--- config.mk ---
export PLATFORM = sky130hd
export DESIGN_NAME = car_sequence_gen
export DESIGN_NICKNAME = d
export VERILOG_FILES = /design/src/rtl/car_sequence_gen.sv
export SDC_FILE = /design/constraint.sdc
export NUM_CORES = 1
export LEC_CHECK = 0
export CORE_MARGIN = 3
export CORE_UTILIZATION = 45
export CTS_CLUSTER_DIAMETER = 30
export CTS_CLUSTER_SIZE = 8
export DETAILED_ROUTE_END_ITERATION = 16
export GPL_TIMING_DRIVEN = 0
export PLACE_DENSITY_LB_ADDON = 0.05
export RECOVER_POWER = 100
export SETUP_SLACK_MARGIN = 0.05
export SKIP_CTS_REPAIR_TIMING = 1
export SLEW_MARGIN = 20
export SYNTH_ARGS = -nofsm -noshare
export SYNTH_HDL_FRONTEND = slang
export SYNTH_SLANG_ARGS = --single-unit
--- constraint.sdc ---
create_clock -name clk -period 2.5 [get_ports clk]
set_input_delay 0.5 -clock clk [delete_from_list [all_inputs] [get_ports clk]]
set_output_delay 0.5 -clock clk [all_outputs]
set_load 0.02 [all_outputs]
--- src/rtl/car_sequence_gen.sv ---
// Emulates a car passing two active-low photo-sensors (outer A, inner B) to
// drive a parking-lot counter, and tracks the emulated lot occupancy.
module car_sequence_gen #(
  parameter int unsigned HOLD_CYCLES = 2,
  parameter int unsigned CAPACITY    = 7
) (
  input  logic       clk,
  input  logic       reset,
  input  logic       enter_req,
  input  logic       exit_req,
  output logic       sensor_a,
  output logic       sensor_b,
  output logic       busy,
  output logic       done,
  output logic       reject,
  output logic [2:0] occupancy
);

  localparam int unsigned CW = 8;
  localparam int unsigned OW = 3;

  typedef enum logic [1:0] {IDLE, FIRST, BOTH, SECOND} state_t;

  state_t          state, state_d;
  logic [CW-1:0]   cnt, cnt_d;
  logic            dir, dir_d;          // 1 = entering, 0 = leaving
  logic [OW-1:0]   occ_d;
  logic            done_d, reject_d, busy_d;
  logic            sa_d, sb_d;
  logic            phase_end;

  assign phase_end = (cnt == CW'(HOLD_CYCLES - 1));

  // State and all registered outputs
  always_ff @(posedge clk or posedge reset) begin
    if (reset) begin
      state     <= IDLE;
      cnt       <= '0;
      dir       <= 1'b0;
      occupancy <= '0;
      done      <= 1'b0;
      reject    <= 1'b0;
      busy      <= 1'b0;
      sensor_a  <= 1'b1;
      sensor_b  <= 1'b1;
    end else begin
      state     <= state_d;
      cnt       <= cnt_d;
      dir       <= dir_d;
      occupancy <= occ_d;
      done      <= done_d;
      reject    <= reject_d;
      busy      <= busy_d;
      sensor_a  <= sa_d;
      sensor_b  <= sb_d;
    end
  end

  // Next state, request arbitration and next output values
  always_comb begin
    state_d  = state;
    cnt_d    = cnt + CW'(1);
    dir_d    = dir;
    occ_d    = occupancy;
    done_d   = 1'b0;
    reject_d = 1'b0;

    case (state)
      IDLE: begin
        cnt_d = '0;
        // Enter wins; a refused enter (lot full) falls through to the exit
        if (enter_req && (occupancy != OW'(CAPACITY))) begin
          state_d = FIRST;
          dir_d   = 1'b1;
        end else if (exit_req && (occupancy != '0)) begin
          state_d = FIRST;
          dir_d   = 1'b0;
        end else if (enter_req || exit_req) begin
          reject_d = 1'b1;
        end
      end
      FIRST: begin
        if (phase_end) begin
          state_d = BOTH;
          cnt_d   = '0;
        end
      end
      BOTH: begin
        if (phase_end) begin
          state_d = SECOND;
          cnt_d   = '0;
        end
      end
      SECOND: begin
        if (phase_end) begin
          state_d = IDLE;
          cnt_d   = '0;
          done_d  = 1'b1;
          occ_d   = dir ? occupancy + OW'(1) : occupancy - OW'(1);
        end
      end
      default: begin
        state_d = IDLE;
        cnt_d   = '0;
      end
    endcase

    // Entering blocks A first, leaving blocks B first
    sa_d = 1'b1;
    sb_d = 1'b1;
    case (state_d)
      FIRST: begin
        sa_d = ~dir_d;
        sb_d = dir_d;
      end
      BOTH: begin
        sa_d = 1'b0;
        sb_d = 1'b0;
      end
      SECOND: begin
        sa_d = dir_d;
        sb_d = ~dir_d;
      end
      default: begin
        sa_d = 1'b1;
        sb_d = 1'b1;
      end
    endcase
    busy_d = (state_d != IDLE);
  end

endmodule

After elaboration in Yosys (flattened, before gate mapping):

Index checks and enable logic that the tools add are counted.

* add/sub/neg operators: 3
* multipliers: 0
* div/mod/pow operators: 0
* magnitude comparators: 0
* eq/ne operators: 8
* shift operators: 0
* muxes and demuxes: 20
* bitwise operators: 1
* reductions and logical operators: 8

Operators by type and width (number)
* $pmux W8 S2: 1
* $mux W2: 5
* $mux W1: 9
* $add A8 B1 Y8 const B: 1
* $eq A2 B2 Y1 const B: 4
* $eq A8 B1 Y1 const B: 1
* $mux W8: 1
* $pmux W2 S4: 1
* $pmux W1 S3: 2
* $eq A2 B1 Y1 const B: 2
* $add A3 B1 Y3 const B: 1
* $mux W3: 1
* $ne A3 B3 Y1 const B: 1
* $reduce_bool A3 Y1: 1
* $reduce_or A3 Y1: 1
* $sub A3 B1 Y3 const B: 1
* $logic_and A1 B1 Y1: 2
* $logic_not A2 Y1: 1
* $reduce_and A2 Y1: 1
* $reduce_bool A2 Y1: 1
* $logic_or A1 B1 Y1: 1
* $not A1 Y1: 1

* flip-flop bits (word level): 19
* bits in latches: 0
* memory bits (writable): 0
* memory bits (read-only): 0
* output and inout port bits: 8
* memories: 0

Logic depth before layout (Yosys ltp):

* depth after elaboration: 7
* mapped depth: 6
* depth with buffers taken out: 5

Worst setup path before layout:

Ideal clock, no wire load.

* path type: register to register
* from: register occupancy[0]
* to: register occupancy[2]
* arrival: 1.360 ns
* required time: 2.368 ns
* slack: 1.007 ns
* stages on the path, launching flop included: 5
* buffers on the path: 0
* path through: dfrtp_1 > fa_1 > xnor2_1 > nand4_1 > xnor2_1

* word-level cells in the longest chain between the ends: 2

Ends and longest elaborated chain
* from (decl): RTL line 16 `output logic [2:0] occupancy`
* from (signal assigned): RTL line 40 `occupancy <= '0;`
* from (signal assigned): RTL line 50 `occupancy <= occ_d;`
* $sub A3 B1 Y3 or $add A3 B1 Y3 (tied branches): RTL line 99 `occ_d = dir ? occupancy + OW'(1) : occupancy - OW'(1);`
* $mux W3 (*): RTL line 99

Mark *: on every way between the ends. The rest lies on a longest branch, timed or not.
A chain may end at the register's enable or synchronous reset.

Worst setup path after layout:

* from: register occupancy[0]
* to: output port occupancy[0]

No word-level cell between the ends.

==> results.py <==
metrics = {
    "worst_setup_path": {
        "cp_max_fo": 8,
        "endpoint": "occupancy[0]",
        "start_kind": "flip-flop",
        "critPathTopFamily": "buffers and inverters",
        "crit_chain": "dlygate4sd3_1",
        "end_kind": "primary output",
        "reg2reg_depth": 5,
        "path_buf_inv": 1,
        "r2r-start": "cnt[5]$_DFF_PP0_",
        "crit_path_start": "occupancy[0]$_DFFE_PP0P_",
        "required_ps": 2000,
        "critPathMaxStageDelay_ps": 720,
        "path_depth": 1,
        "r2r_slack_ps": 570,
        "r2r-end": "occupancy[1]$_DFFE_PP0P_",
        "cp_slowest_cell": "dlygate4sd3_1",
        "arrival_ps": 1530,
        "worstSetupPathType": "flip-flop to primary output",
    },
    "drt": {
        "highest_layer": "met4",
        "wire_per_inst_um": 12.4,
        "dr.first_iter.drc_count": 7,
        "first_pass_iters": 4,
        "drc": 0,
        "ant_nets": 0,
        "drt-vias-per-instance": 5.17,
        "dr_wl_met2_um": 651,
        "wl_met3_um": 86,
        "met1_length_um": 835,
        "num_vias": 667,
        "routed_wl_um": 1600,
    },
    "synth": {
        "synth_edf_count": 0,
        "synth_top_area_share_pct": 44.7,
        "synth-seq-cells": 19,
        "synth_ff_type": "dfrtp_1",
        "ys_types": 33,
        "synth_area_leaders": "dfrtp_1, dfstp_2, xnor2_1, xor2_1, nor2_1",
        "synth_fp_nets": 94,
        "ys_seq_area_share_pct": 50.3,
        "synth_most_common_cell": "dfrtp_1",
        "syn_inst": 87,
        "synthArstFlopShare_pct": 100,
        "yosysTopAreaCell": "dfrtp_1",
        "syn_area_um2": 951,
        "synthTopCellsByCount": "dfrtp_1, nor2_1, nand3_1",
        "avgSynthCellArea_um2": 10.9,
        "ys_warn_count": 0,
    },
    "floorplanning": {
        "core.rowCount": 16,
        "die_w_um": 52.0,
        "die_h_um": 52.0,
        "initial_core_util_pct": 48.0,
        "pin_count": 12,
        "die_area_um2": 2700,
        "coreArea_um2": 1980,
    },
    "sta": {
        "worstMarginPinSlew_ps": 757,
        "finalCriticalPeriod_ps": 2030,
        "rsz0062_at_grt": "false",
        "hold_ws_ps": 560,
        "setup_viol": 0,
        "setup_tns_ps": 0,
        "hold_viol_final": 0,
        "timing.final.crit_share_pct": 81.2,
        "final.setup_skew_ps": 2.25,
        "max_freq_ghz": 0.493,
        "slew_headroom_pct": 49.0,
        "slew_viol_final": 0,
    },
    "final_layout": {
        "num_antenna_cells": 0,
        "final_nets": 110,
        "drive_above_1_share_pct": 6.86,
        "nFillCells": 181,
        "syn2layout_area_growth_pct": 14.9,
    },
    "placement": {
        "io_buffers": 11,
        "place_hpwl_um": 1160,
        "place_congestion": 0.779,
    },
    "grt": {
        "grt_pass1_vias": 630,
        "grt_pass1_wl_um": 2920,
        "grt.overflow.total": 0,
        "grt_start_max_net_pins": 20,
        "antenna_found_initial": 0,
        "grt.total_usage_pct": 15.1,
    },
    "clock_tree": {
        "clk_pin_slew_ps": 100,
        "cts_tree": "done",
        "clockBufferDepth": 2,
        "root_buffer": "clkbuf_4",
        "cts_inserted_buffers": 3,
        "h-tree-depth": 1,
        "insertion_delay_ps": 300,
        "cts_sinks": 19,
    },
    "worst_hold_path": {
        "hold_path.class": "flip-flop to flip-flop",
    },
    "power": {
        "leakage_nw": 0.489,
        "power.density_nw_per_um2": 1200,
        "vdd_ir_drop_max_v": 0.000703,
        "power.total_mw": 1.31,
    },
    "flow_run": {
        "drv_cap": 0,
    },
    "outcome": {
        "status": "finished clean",
    },
}
-- logic make-up (layout without fill, tap and decap cells) --
| family | Yosys count | count (layout) | share of synthesized area [%] |
|---|---|---|---|
| flops | 19 | 19 | 50.3 |
| fa+ha+maj | 3 | 3 | 4.74 |
| compound gates | 15 | 15 | 11.1 |
| buf+inv | 6 | 21 | 3.55 |
| mux | 2 | 2 | 2.63 |
| xor+xnor | 10 | 10 | 9.21 |
| simple gates | 32 | 32 | 18.6 |
-- cell type report --
class | count | area [um2] | share of cell area [%]
Buffer | 3 | 15.0 | 1.37
Multi-Input combinational cell | 62 | 417 | 38.1
Inverter | 3 | 11.3 | 1.03
Timing Repair Buffer | 11 | 110 | 10.1
Tap cell | 27 | 33.8 | 3.09
Clock buffer | 3 | 22.5 | 2.06
Sequential cell | 19 | 478 | 43.8
Clock inverter | 1 | 5.00 | 0.458
-- worst min-delay path by stage --
stage / from / end / cells past startpoint / slack, ps
after floorplan: reset / busy$_DFF_PP0_ / 1 / 450
after global placement: cnt[0]$_DFF_PP0_ / cnt[0]$_DFF_PP0_ / 1 / 550
after detailed placement: cnt[0]$_DFF_PP0_ / cnt[0]$_DFF_PP0_ / 1 / 540
after CTS: cnt[0]$_DFF_PP0_ / cnt[0]$_DFF_PP0_ / 1 / 560
after global routing: cnt[7]$_DFF_PP0_ / cnt[7]$_DFF_PP0_ / 2 / 610
final: cnt[0]$_DFF_PP0_ / cnt[0]$_DFF_PP0_ / 1 / 560
-- stage by stage --
| stage | util (%) | instances | cell area, um2 | setup WS (ps) |
|---|---|---|---|---|
| detailed placement | 55.2 | 125 | 1090 | 638 |
| floorplan | - | 87 | 951 | 1010 |
| global placement | 55.2 | 125 | 1090 | 633 |
| global route | 55.1 | 129 | 1090 | 379 |
| CTS | 56.6 | 129 | 1120 | 510 |
| finish | 55.1 | 129 | 1090 | 470 |
-- routing by layer --
| metal | GRT usage [%] | vias to the layer above |
|---|---|---|
| met4 | 6.55 | 0 |
| met5 | 0 | - |
| met3 | 6.30 | 5 |
| met2 | 19.2 | 12 |
| met1 | 21.7 | 306 |
| li1 | - | 344 |
-- where the power goes --
| group | switching, mW | total [mW] | internal (mW) | leakage (nW) |
|---|---|---|---|---|
| clock network | 0.0919 | 0.152 | 0.0598 | 0.0177 |
| registers | 0.117 | 0.549 | 0.432 | 0.234 |
| logic | 0.338 | 0.611 | 0.273 | 0.237 |
| total | 0.547 | 1.31 | 0.764 | 0.489 |
-- layout by cell type, fill, tap and decap left out, drive strengths merged, types with 2 or more instances in the layout --
cell	count
dfrtp	17
nor2	11
dlygate4sd3	10
nand3	8
clkbuf	6
xnor2	5
xor2	5
and3	4
nand2	4
inv	3
o21ai	3
a21oi	2
a31oi	2
nand4b	2
ha	2
dfstp	2
-- state kept, by name, indices dropped and copies added (netlist names) --
name,count
state,2
cnt,8
done,1
occupancy,3
dir,1
reject,1
sensor_a,1
sensor_b,1
busy,1
Note: power is estimated with default switching activity, not from simulation.
